`src/rtl/alu_result_buffer.sv`:
```
// Two-entry elastic buffer capturing ALU results (y, cout, zero, sel) with a
// valid/ready handshake and status counters. Optional macro: ALU_RES_ZCHECK_EN.
module alu_result_buffer #(
  parameter int unsigned N  = 32,
  parameter int unsigned CW = 16
) (
  input  logic          clk,
  input  logic          rst_n,
  input  logic          in_valid,
  output logic          in_ready,
  input  logic [N-1:0]  in_y,
  input  logic          in_cout,
  input  logic          in_zero,
  input  logic [2:0]    in_sel,
  output logic          out_valid,
  input  logic          out_ready,
  output logic [N-1:0]  out_y,
  output logic          out_cout,
  output logic          out_zero,
  output logic [2:0]    out_sel,
  input  logic          stat_clr,
  output logic [CW-1:0] zero_cnt,
  output logic          carry_sticky
`ifdef ALU_RES_ZCHECK_EN
  ,
  output logic          zchk_err
`endif
);

  localparam int unsigned EW = N + 5;
  localparam logic [1:0] EMPTY = 2'd0;
  localparam logic [1:0] ONE   = 2'd1;
  localparam logic [1:0] FULL  = 2'd2;
  localparam logic [CW-1:0] ZMAX = {CW{1'b1}};

  logic [1:0]    state, next_state;
  logic [EW-1:0] h_q, t_q, in_ent;
  logic          push_c, pop_c, load_h_c, load_t_c, shift_c, carry_set_c;

  assign in_ent = {in_sel, in_zero, in_cout, in_y};
  assign push_c = in_valid && in_ready;
  assign pop_c  = out_valid && out_ready;

  // Next-state and entry-load decode
  always_comb begin
    next_state = state;
    load_h_c   = 1'b0;
    load_t_c   = 1'b0;
    shift_c    = 1'b0;
    case (state)
      EMPTY: begin
        if (push_c) begin
          next_state = ONE;
          load_h_c   = 1'b1;
        end
      end
      ONE: begin
        if (push_c && !pop_c) begin
          next_state = FULL;
          load_t_c   = 1'b1;
        end else if (!push_c && pop_c) begin
          next_state = EMPTY;
        end else if (push_c && pop_c) begin
          load_h_c   = 1'b1;
        end
      end
      FULL: begin
        if (pop_c) begin
          next_state = ONE;
          shift_c    = 1'b1;
        end
      end
      default: next_state = EMPTY;
    endcase
  end

  // Handshake flags are registered from the next state
  always_ff @(posedge clk or negedge rst_n) begin
    if (!rst_n) begin
      state     <= EMPTY;
      in_ready  <= 1'b1;
      out_valid <= 1'b0;
    end else begin
      state     <= next_state;
      in_ready  <= (next_state != FULL);
      out_valid <= (next_state != EMPTY);
    end
  end

  always_ff @(posedge clk or negedge rst_n) begin
    if (!rst_n) begin
      h_q <= '0;
      t_q <= '0;
    end else begin
      if (load_h_c)     h_q <= in_ent;
      else if (shift_c) h_q <= t_q;
      if (load_t_c)     t_q <= in_ent;
    end
  end

  assign {out_sel, out_zero, out_cout, out_y} = h_q;

  // Carry/borrow only matters for the add/sub select codes
  assign carry_set_c = push_c && in_cout && ((in_sel == 3'b010) || (in_sel == 3'b011));

  always_ff @(posedge clk or negedge rst_n) begin
    if (!rst_n) begin
      zero_cnt     <= '0;
      carry_sticky <= 1'b0;
    end else if (stat_clr) begin
      zero_cnt     <= '0;
      carry_sticky <= 1'b0;
    end else begin
      if (push_c && in_zero && (zero_cnt != ZMAX)) zero_cnt <= zero_cnt + CW'(1);
      if (carry_set_c) carry_sticky <= 1'b1;
    end
  end

`ifdef ALU_RES_ZCHECK_EN
  always_ff @(posedge clk or negedge rst_n) begin
    if (!rst_n)        zchk_err <= 1'b0;
    else if (stat_clr) zchk_err <= 1'b0;
    else if (push_c && ((in_y == '0) != in_zero)) zchk_err <= 1'b1;
  end
`endif

endmodule
```
`config.mk`:
```
export PLATFORM = sky130hd
export DESIGN_NAME = alu_result_buffer
export DESIGN_NICKNAME = d
export VERILOG_FILES = /design/src/rtl/alu_result_buffer.sv
export SDC_FILE = /design/constraint.sdc
export NUM_CORES = 1
export LEC_CHECK = 0
export BUFFER_PORTS_ARGS = -buffer_cell sky130_fd_sc_hd__buf_2
export CELL_PAD_IN_SITES_DETAIL_PLACEMENT = 0
export CELL_PAD_IN_SITES_GLOBAL_PLACEMENT = 1
export CORE_ASPECT_RATIO = 1.25
export CORE_MARGIN = 3
export CORE_UTILIZATION = 25
export CTS_CLUSTER_DIAMETER = 100
export DETAILED_ROUTE_END_ITERATION = 10
export PLACE_DENSITY_LB_ADDON = 0.2
export SKIP_LAST_GASP = 1
export SLEW_MARGIN = 5
export SYNTH_ARGS = -nofsm -noshare
export SYNTH_HDL_FRONTEND = slang
export SYNTH_SLANG_ARGS = --single-unit
```
`constraint.sdc`:
```
create_clock -name clk -period 6.4 [get_ports clk]
set_clock_uncertainty 0.2 [all_clocks]
set_input_delay 0.96 -clock clk [delete_from_list [all_inputs] [get_ports clk]]
set_output_delay 0.96 -clock clk [all_outputs]
set_load 0.05 [all_outputs]
```
* Word level (Yosys, flattened, before mapping)
Index checks and enable logic that the tools add are counted.
Word-level totals: register bits 95, output and inout port bits 56, word-level logic and storage cells 51
Cells by class: add/subtract/negate cells 1, eq/ne operators 6, multiplexer cells 20, reduce and logical (&&, ||, !) cells 17
Operator list (number):
- $mux W37 | 2
- $mux W16 | 2
- $add A16 B1 Y16 const B | 1
- $ne A16 B16 Y1 const B | 1
- $mux W1 | 10
- $logic_and A1 B1 Y1 | 9
- $mux W2 | 4
- $reduce_bool A2 Y1 | 4
- $eq A3 B2 Y1 const B | 2
- $pmux W2 S3 | 1
- $eq A2 B1 Y1 const B | 1
- $eq A2 B2 Y1 const B | 1
- $logic_not A1 Y1 | 2
- $logic_not A2 Y1 | 1
- $ne A2 B2 Y1 const B | 1
- $pmux W1 S2 | 1
- $logic_or A1 B1 Y1 | 1

* Logic depth before layout (Yosys ltp)
Gate-level depths: netlist of the first run.
depth after elaboration 7, gate-level depth with buffers 6

* Worst setup path before layout of the first run
OpenSTA, ideal clock, no wires.
path type in2reg, start point input port in_valid, end point register zero_cnt[11], setup time 0.128 ns, data arrival time 2.275 ns, required time 6.072 ns, setup slack 3.798 ns, stages on the path 5, buffers on the path 1, path through nand2_2 -> or4_1 -> buf_2 -> nor4_1 -> mux2_1
On the way: longest elaborated chain between the ends 4
Ends and longest elaborated chain:
- start, declared | RTL line 9 | input logic in_valid,
- $logic_and A1 B1 Y1 | RTL line 41 | assign push_c = in_valid && in_ready;
- $logic_and A1 B1 Y1 (2 in a row) | RTL line 114 | if (push_c && in_zero && (zero_cnt != ZMAX)) zero_cnt <= zero_cnt + CW'(1);
- $reduce_bool A2 Y1 (no line)
- end signal, assigned | RTL line 114
- end, declared | RTL line 22 | output logic [CW-1:0] zero_cnt,
No other way between the ends. A chain may end at the register's enable or synchronous reset.

* Worst setup path after layout of the first run
start point input port out_ready, end point register h_q[8]
On the way: longest elaborated chain between the ends 7, elaborated cells between the ends (all ways) 13
Ends and longest elaborated chain:
- start, declared | RTL line 16 | input logic out_ready,
- $logic_and A1 B1 Y1 (*) | RTL line 42 | assign pop_c = out_valid && out_ready;
- $logic_and A1 B1 Y1 | RTL line 63 | end else if (push_c && pop_c) begin
- $mux W1 | RTL line 63
- $mux W1 | RTL line 61 | end else if (!push_c && pop_c) begin
- $mux W1 | RTL line 58 | if (push_c && !pop_c) begin
- $pmux W1 S2 | RTL line 50 | case (state)
- $mux W37 or $reduce_bool A2 Y1 (tied branches)
- end signal, assigned | RTL line 95 | if (load_h_c) h_q <= in_ent;
- end signal, assigned | RTL line 96 | else if (shift_c) h_q <= t_q;
- end, declared | RTL line 37 | logic [EW-1:0] h_q, t_q, in_ent;
Every way passes the cells marked *; elsewhere a longest branch is shown, timed or not.

==> results of run 1 <==
power by group:
group | internal, W | switching [W] | leakage (nW)
sequential | 0.000852 | 0.000136 | 1.18
combinational | 0.000378 | 0.000714 | 1.25
clock | 0.000262 | 0.000234 | 0.132
total | 0.00149 | 0.00108 | 2.57
per-layer routing:
metal	global-route usage [%]	vias to the layer above	routed length, µm
met4	5.61	0	227
met5	0	-	0
met2	19.5	69	4880
met1	14.6	1511	4430
li1	-	1380	-
met3	3.38	12	535
placed cells by master (no fill, tap or decap), drive strengths merged:
cell type | synthesis | final
nand4 | 3 | 3
inv | 5 | 6
o31ai | 1 | 1
a21oi | 5 | 5
o21ai | 4 | 4
mux2 | 43 | 43
nor4b | 3 | 3
or3 | 4 | 4
dfstp | 1 | 1
a211oi | 1 | 1
or4 | 5 | 5
or2 | 1 | 1
dfrtp | 94 | 94
a21o | 37 | 37
ha | 1 | 1
nor3b | 3 | 3
nand2 | 9 | 9
nor4 | 3 | 3
o31a | 1 | 1
nor2 | 12 | 12
clkinvlp | 0 | 1
clkinv | 0 | 4
nor3 | 3 | 3
o21a | 3 | 3
o221ai | 1 | 1
nand3 | 6 | 6
o41ai | 2 | 2
buf | 4 | 100
o311ai | 2 | 2
a22o | 37 | 37
nor2b | 8 | 8
clkbuf | 15 | 10
o211ai | 1 | 1
o22ai | 1 | 1
o211a | 2 | 2
sequential cells by signal, summed over array words and instances, names as in the netlist:
register      count
state             2
h_q              37
zero_cnt         16
t_q              37
carry_sticky      1
out_valid         1
in_ready          1
cell usage after synthesis (3+ instances only):
| cell type | number | share of area, % |
|---|---|---|
| a21o_1 | 37 | 6.8 |
| a21oi_1 | 5 | 0.61 |
| a22o_1 | 37 | 7.9 |
| buf_2 | 3 | 0.37 |
| clkbuf_1 | 14 | 1.3 |
| dfrtp_1 | 94 | 57 |
| inv_1 | 5 | 0.46 |
| mux2_2 | 41 | 11 |
| nand2_1 | 8 | 0.73 |
| nand3_1 | 5 | 0.61 |
| nor2_1 | 12 | 1.1 |
| nor2b_1 | 8 | 1.2 |
| nor3_1 | 3 | 0.37 |
| nor3b_1 | 3 | 0.55 |
| o21a_1 | 3 | 0.55 |
| o21ai_0 | 4 | 0.49 |
| or3_1 | 4 | 0.61 |
| or4_1 | 4 | 0.73 |
stage by stage:
stage	setup WS, ps	instance area (µm²)
2_1_floorplan	3800	4110
3_3_place_gp	3160	4840
3_5_place_dp	3140	4840
4_1_cts	3510	5100
5_1_grt	3400	5100
6_report	3570	5100
kinds of logic after synthesis:
logic type	after synthesis	share of synthesized area, %
mux	43	11.8
simple gates	60	8.92
buf+inv	24	2.40
fa+ha+maj	1	0.304
flops	95	57.9
compound gates	98	18.7
layout make-up:
type                       count  area [µm²]
fill                        1684       10700
clock buffer                  10         229
tap                          212         265
multi-input combinational    202        1670
inverter                       5        18.8
timing repair buffer         100         510
sequential                    95        2380
clock inverter                 6        36.3
how the worst max path moves through the flow:
| stage | cells after the start | slack [ps] | startpoint | to |
|---|---|---|---|---|
| 4_1_cts | 5 | 3510 | out_ready | h_q[27]$_DFFE_PN0P_ |
| 3_5_place_dp | 5 | 3140 | out_ready | h_q[5]$_DFFE_PN0P_ |
| 3_3_place_gp | 5 | 3160 | out_ready | h_q[33]$_DFFE_PN0P_ |
| 6_report | 5 | 3570 | out_ready | h_q[8]$_DFFE_PN0P_ |
| 5_1_grt | 5 | 3400 | out_ready | h_q[31]$_DFFE_PN0P_ |
| 2_1_floorplan | 5 | 3800 | in_valid | zero_cnt[11]$_DFFE_PN0P_ |
==> qor.yml, run 1 <==
status: "finished clean"
post-route-min-period_ps: 2830
synth-seq-cells: 95
antenna_cells: 0
numCtsBuffers: 9
worstPathCellList: "buf_2, nand2_1, nor2b_4, nor2_4, a21o_1"
drc: 0
r2r_slack_ps: 3780
reg2reg_from: "state[1]$_DFF_PN0_"
worst-path-buf-inv: 1
setup_viol: 0
grt_pass1_wl_um: 16400
r2r_cells: 4
cp-end-kind: "flip-flop"
hold_buffers: 0
post_cts_buffers: 0
final_nets: 456
critPathMaxFanout: 38
final_cells: 630
grt_max_degree: 60
max_slew_margin_pct: 28.7
die_w_um: 121
ctsResizeCount: 0
place.port_buffers: 97
synthCells: 321
clkTransAtPathRegs_ps: 70
slew_viol_final: 0
hpwl_um: 6670
whs_path_depth: 1
fp.dieH_um: 149
yosysSeqAreaShare_pct: 57.9
rows: 51
fmax_ghz: 0.353
hp-class: "reg2reg"
tightest_slew_ps: 1070
p_per_area_nw_per_um2: 505
synth.distinct_cells: 42
rsz0062_at_grt: "false"
ys_async_sr_fraction_pct: 100
critical_path.startpoint_type: "primary input"
ys.flop_type: "dfrtp_1"
cp_slowest_stage_delay_ps: 900
syn_area_um2: 4110
synth_nets: 364
p_leak_nw: 2.57
whs_ps: 273
cts.sinks: 95
ant_nets: 0
fin_setup_tns_ps: 0
area_growth_pct: 24.2
worstReg2RegEnd: "h_q[8]$_DFFE_PN0P_"
gp_congestion: 0.677
cts_tree: "done"
arrival_ps: 2880
routed_wl_um: 10100
placeableCoreArea_um2: 15800
antenna_found_initial: 0
gr-total-overflow: 0
root_buffer: "clkbuf_16"
drv_cap: 0
crit_family: "simple AND/OR/NAND/NOR gates"
crit_path_top_delay_cell: "nor2b_4"
htreeDepth: 3
start_util_pct: 26.0
yosysWarnings: 0
grt_pass1_vias: 3034
design.die.area_um2: 18000
hold-path-endpoint: "h_q[22]$_DFFE_PN0P_"
synth.avg_cell_area_um2: 12.8
holdCritStartpoint: "h_q[22]$_DFFE_PN0P_"
finalHoldViolCount: 0
wl_per_cell_um: 16.0
cts_max_path_buffers: 2
critical_path_class: "in2reg"
irDropWorstVdd_mv: 0.207
via_per_inst: 4.72
insertion_delay_ps: 350
vias: 2972
fin_crit_sh_pct: 44.3
placed_cells: 614
firstDrtPassIters: 6
grt_usage_pct: 11.9
final_core_util_pct: 32.3
finalPower_w: 0.00258
ios: 98
drt_iter0_markers: 86
synth_edf_count: 0
drive_gt1_share_pct: 40.2
worstPathRequired_ps: 6440
(Power assumes the default switching activity.)
==> run 2, diff against run 1 <==
==> constraint.sdc (replaced) <==
create_clock -name clk -period 2.5 [get_ports clk]
set_clock_uncertainty 0.2 [all_clocks]
set_input_delay 0.375 -clock clk [delete_from_list [all_inputs] [get_ports clk]]
set_output_delay 0.375 -clock clk [all_outputs]
set_load 0.05 [all_outputs]
==> run 2 against run 1 <==
  * Die area is the same
  * Sequential share of layout area decreased by 1.1 points
  * Core utilization increased by 0.81 points
  * Sequential power rose to 2.6 times the previous value
  * Via count up 0.87%
  * Flip-flop and latch count unchanged
  * Routed wire length up 3.1%
  * Clock power rose to 3.1 times the previous value
  * Setup slack got worse by 3300 ps
  * Combinational power rose to 2.6 times the previous value
  * Cell area rose by 2.5%
  * Global-route usage barely moved
==> qor.yml, run 2 (synthesized netlist as in run 1, its figures left out) <==
status: "finished clean"
p_per_area_nw_per_um2: 1310  # +160%
layout.area.seq_um2: 2380  # +0.11%
grt_usage_pct: 12.0  # +0.033 points
grt_pass1_wl_um: 16900  # +2.7%
final_core_util_pct: 33.1  # +0.81 points
clkTransAtPathRegs_ps: 70  # about the same
ctsResizeCount: 0  # unchanged
root_buffer: "clkbuf_16"
fin_crit_sh_pct: 90.7
antenna_cells: 0  # unchanged
max_slew_margin_pct: 32.6  # +4.0 points
drv_cap: 0  # unchanged
htreeDepth: 3  # unchanged
place_area_um2: 4890  # +1.1%
drt_iter0_markers: 139  # +62%
cts_max_path_buffers: 2  # unchanged
rows: 51  # unchanged
top_regs: "h_q (37), t_q (37), zero_cnt (16)"
ios: 98  # unchanged
gr-total-overflow: 0  # unchanged
critPathMaxFanout: 6  # -84%
final_nets: 462  # +1.3%
finalPower_w: 0.00688  # +170%
via_per_inst: 4.71  # about the same
arrival_ps: 2290  # -590 ps
nFillCells: 1663  # -1.2%
grt_pass1_vias: 3131  # +3.2%
ant_nets: 0  # unchanged
setup_viol: 0  # unchanged
final_cell_mix: "buf_2 (96), dfrtp_1 (92), mux2_2 (41), a22o_1 (37), a21o_1 (37)"
slew_viol_final: 0  # unchanged
p_leak_nw: 2.63  # +2.4%
stdcell_area_um2: 5230  # +2.5%
cts.sinks: 95  # unchanged
rsz0062_at_grt: "false"
area_growth_pct: 27.3
tightest_slew_ps: 1010  # -59.6 ps
finalHoldViolCount: 0  # unchanged
fmax_ghz: 0.441
grt_max_degree: 55  # -8.3%
design.die.area_um2: 18000  # unchanged
hp-class: "in2reg"
die_w_um: 121  # unchanged
placeableCoreArea_um2: 15800  # unchanged
post-route-min-period_ps: 2270
irDropWorstVdd_mv: 0.643  # +210%
fp.dieH_um: 149  # unchanged
hpwl_um: 6860  # +2.8%
drc: 0  # unchanged
hold_buffers: 1  # +1
post_cts_buffers: 0  # unchanged
critical_path_class: "reg2reg"
routed_wl_um: 10400  # +3.1%
insertion_delay_ps: 340  # about the same
preCtsSetupSlack_ps: 219  # -2920 ps
worstPathRequired_ps: 2520  # -3920 ps
cts_tree: "done"
cp-end-kind: "flip-flop"
setup_slack_ps: 234  # -3330 ps
place.port_buffers: 97  # unchanged
firstDrtPassIters: 4  # -2
drive_gt1_share_pct: 41.5  # +1.3 points
critical_path.startpoint_type: "flip-flop"
wl_per_cell_um: 16.3  # +2.2%
multiInputGateArea_um2: 1670  # unchanged
numCtsBuffers: 9  # unchanged
gp_congestion: 0.708  # +4.5%
start_util_pct: 26.0  # unchanged
vias: 2998  # +0.87%
antenna_found_initial: 0  # unchanged
layout.cells.most_common: "buf_2"
fin_setup_tns_ps: 0  # unchanged
==> run 2: cell types whose count changed in the layout (fill, tap and decap cells not counted) <==
| cell | change |
|---|---|
| buf_12 | +1 |
| buf_4 | +4 |
| bufinv_16 | +2 |
| clkbuf_1 | -1 |
| clkbuf_8 | +2 |
| clkinv_2 | -2 |
| clkinvlp_4 | -1 |
| dfrtp_1 | -2 |
| dfrtp_2 | +2 |
| dlygate4sd3_1 | +1 |
==> run 2: layer usage <==
metal / track usage, % / up-vias / wire length [µm] / part of all wire [%]
met2: 20.4 / 69 / 5210 / 50
met5: 0 / - / 0 / 0
met1: 13.9 / 1524 / 4370 / 42
met3: 4.29 / 9 / 654 / 6.3
li1: - / 1396 / - / -
met4: 4.20 / 0 / 150 / 1.4
==> run 2: path summary, 6_finish.rpt <==
kind	depth (start not counted)	startpoint	to	slack, ps
min	2	in_y[2]	t_q[2]$_DFFE_PN0P_	80
max reg2reg	4	in_ready$_DFF_PN1_	zero_cnt[11]$_DFFE_PN0P_	230
min reg2reg	1	h_q[21]$_DFFE_PN0P_	h_q[21]$_DFFE_PN0P_	270
max	4	in_ready$_DFF_PN1_	zero_cnt[11]$_DFFE_PN0P_	230
min in group asynchronous	2	rst_n	zero_cnt[0]$_DFFE_PN0P_	390
max in group asynchronous	3	rst_n	h_q[14]$_DFFE_PN0P_	1010
==> run 2: power by group <==
| part | switching (W) | internal, W | total, W |
|---|---|---|---|
| sequential | 0.000344 | 0.00218 | 0.00253 |
| clock | 0.000586 | 0.000931 | 0.00152 |
| combinational | 0.00186 | 0.000979 | 0.00284 |
| total | 0.00279 | 0.00409 | 0.00688 |
==> run 2: layout make-up <==
type | instances | area share [%]
flip-flops and latches | 95 | 45.5
multi-input cells | 202 | 31.8
repair buffers | 106 | 10.9
well taps | 212 | 5.07
clock buffers | 11 | 4.83
clock inverters | 5 | 1.51
inverters | 5 | 0.359
==> run 2: through the flow <==
step | hold WS (ps) | std cells
4_1_cts | 57.5 | 636
5_1_grt | 61.7 | 636
2_1_floorplan | -121 | 321
6_report | 78.5 | 636
3_5_place_dp | 228 | 619
3_3_place_gp | 227 | 619
==> run 2: critical path, stage by stage, from the launching register on <==
cell and delay [ps]:
dfstp_2 570, nand2_2 60, or4_1 660, nor4_1 310, mux2_1 350
==> run 3, diff against run 2 <==
--- a/config.mk
+++ b/config.mk
@@ -8,7 +8,6 @@
 export BUFFER_PORTS_ARGS = -buffer_cell sky130_fd_sc_hd__buf_2
 export CELL_PAD_IN_SITES_DETAIL_PLACEMENT = 0
 export CELL_PAD_IN_SITES_GLOBAL_PLACEMENT = 1
-export CORE_ASPECT_RATIO = 1.25
 export CORE_MARGIN = 3
 export CORE_UTILIZATION = 25
 export CTS_CLUSTER_DIAMETER = 100
==> run 3 against run 2 <==
  * Power fell by 0.44%
  * Critical path type unchanged
  * Register-to-register slack barely moved
  * Clock-buffer cell count decreased by 2
==> qor.yml, run 3 (synthesized netlist as in run 1, its figures left out) <==
firstDrtPassIters: 4  # unchanged
arrival_ps: 2310  # +20 ps
fp.dieH_um: 134  # -10%
p_leak_nw: 2.62  # -0.41%
p_sw_w: 0.00280  # +0.49%
ios: 98  # unchanged
status: "finished clean"
switching_share_pct: 40.9  # +0.38 points
cts_tree: "done"
finalPower_w: 0.00685  # -0.44%
place.port_buffers: 97  # unchanged
tightest_slew_ps: 981  # -27.1 ps
irDropWorstVdd_mv: 0.407  # -37%
nFillCells: 1685  # +1.3%
whs_path_depth: 2  # unchanged
grt_pass1_vias: 3068  # -2.0%
final_nets: 461  # -0.22%
via_per_inst: 4.63  # -1.8%
worstPathRequired_ps: 2530  # about the same
critical_path.startpoint_type: "flip-flop"
hold-path-endpoint: "t_q[18]$_DFFE_PN0P_"
reg2reg_from: "zero_cnt[0]$_DFFE_PN0P_"
cp-end-kind: "flip-flop"
critical_path_class: "reg2reg"
critPathMaxFanout: 8  # +2
slew_viol_final: 0  # unchanged
rows: 46  # -9.8%
cts_max_path_buffers: 2  # unchanged
insertion_delay_ps: 340  # about the same
r2r_slack_ps: 230  # about the same
numCtsBuffers: 9  # unchanged
top_regs: "h_q (37), t_q (37), zero_cnt (16)"
area_growth_pct: 27.2  # about the same
fin_setup_tns_ps: 0  # unchanged
routed_wl_um: 10300  # -0.61%
setup_viol: 0  # unchanged
root_buffer: "clkbuf_16"
post-route-min-period_ps: 2270  # +6.52 ps
crit_path_top_delay_cell: "or4_1"
ant_nets: 0  # unchanged
vias: 2952  # -1.5%
drive_gt1_share_pct: 41.2  # -0.28 points
start_util_pct: 25.7  # -0.28 points
fmax_ghz: 0.440  # -0.29%
gp_congestion: 0.728  # +2.9%
place_area_um2: 4900  # +0.20%
combPwrFrac_pct: 41.4  # +0.2 points
max_slew_margin_pct: 34.5  # +1.8 points
antenna_found_initial: 0  # unchanged
worstReg2RegEnd: "zero_cnt[14]$_DFFE_PN0P_"
pwr-share-seq_pct: 36.7  # about the same
layout.cells.most_common: "buf_2"
crit_family: "simple AND/OR/NAND/NOR gates"
p_per_area_nw_per_um2: 1310  # -0.40%
finalHoldViolCount: 0  # unchanged
grt_usage_pct: 12.0  # +0.017 points
cp_slowest_stage_delay_ps: 550  # -110 ps
rsz0062_at_grt: "false"
worst-path-buf-inv: 0  # unchanged
placeableCoreArea_um2: 16000  # +1.1%
fin_crit_sh_pct: 90.9  # +0.26 points
setup_slack_ps: 227  # -6.52 ps
drt_iter0_markers: 161  # +16%
preCtsSetupSlack_ps: 237  # +17.5 ps
final_core_util_pct: 32.7  # -0.38 points
pwr-share-clk_pct: 21.9  # -0.2 points
gr-total-overflow: 0  # unchanged
drv_cap: 0  # unchanged
layout.area.seq_um2: 2380  # unchanged
ctsResizeCount: 0  # unchanged
grt_max_degree: 52  # -5.5%
power.internal_w: 0.00405  # -1.1%
cts.sinks: 95  # unchanged
holdCritStartpoint: "in_y[18]"
die_w_um: 134  # +11%
hp-class: "in2reg"
final_cell_mix: "buf_2 (96), dfrtp_1 (92), mux2_2 (41), a22o_1 (37), a21o_1 (37)"
worstPathCellList: "ha_1, nand4_2, or3_1, or4_1, o211a_1"
drc: 0  # unchanged
multiInputGateArea_um2: 1670  # unchanged
design.die.area_um2: 18000  # about the same
grt_pass1_wl_um: 16900  # -0.12%
r2r_cells: 5  # +1
stdcell_area_um2: 5230  # about the same
wl_per_cell_um: 16.2  # -0.92%
hpwl_um: 6700  # -2.3%
clkTransAtPathRegs_ps: 70  # about the same
htreeDepth: 3  # unchanged
antenna_cells: 0  # unchanged
run 3: worst max path at each step:
stage | startpoint | endpoint | cells after the start
after floorplan | in_ready$_DFF_PN1_ | zero_cnt[11]$_DFFE_PN0P_ | 5
after detailed placement | zero_cnt[1]$_DFFE_PN0P_ | zero_cnt[14]$_DFFE_PN0P_ | 5
after CTS | zero_cnt[1]$_DFFE_PN0P_ | zero_cnt[14]$_DFFE_PN0P_ | 5
after global placement | zero_cnt[0]$_DFFE_PN0P_ | zero_cnt[14]$_DFFE_PN0P_ | 5
final | zero_cnt[0]$_DFFE_PN0P_ | zero_cnt[14]$_DFFE_PN0P_ | 5
after global routing | zero_cnt[1]$_DFFE_PN0P_ | zero_cnt[14]$_DFFE_PN0P_ | 5
run 3: stage by stage:
stage	cells	hold slack [ps]
floorplan	321	-121
global placement	622	254
detailed placement	622	260
CTS	638	56.2
global route	638	62.9
finish	638	72.4
run 3: area by class of cell:
cell class | instances | share of cell area (%)
Tap cell | 216 | 5.17
Clock inverter | 6 | 1.79
Sequential cell | 95 | 45.5
Multi-Input combinational cell | 202 | 31.9
Timing Repair Buffer | 105 | 11.0
Clock buffer | 9 | 4.31
Inverter | 5 | 0.359
run 3: what timing repair did:
action	CTS	global route
setup endpoints to repair	0	0
hold buffers	1	0
hold endpoints to repair	48	0
setup buffers	0	0
run 3: worst register-to-register path, delay by kind of cell (launching register included):
kind	cells	cell delay [ps]
adder cells (fa/ha/maj)	1	200
AND/OR/NAND/NOR	3	1220
flip-flops	1	400
AO/OA/AOI/OAI	1	140
run 3: metal layers:
layer	routed length [µm]	track usage, %	vias to the layer above
met4	134	5.09	0
met2	5160	19.6	56
met5	0	0	-
met1	4600	15.3	1495
met3	436	2.78	8
li1	-	-	1393
run 3: power by group through the flow:
stage	sequential [W]	combinational, W	clock (W)
finish	0.00252	0.00283	0.00150
global route	0.00260	0.00303	0.00162
CTS	0.00252	0.00290	0.00157
detailed placement	0.00255	0.00290	0
global placement	0.00252	0.00286	0
floorplan	0.00355	0.00111	0
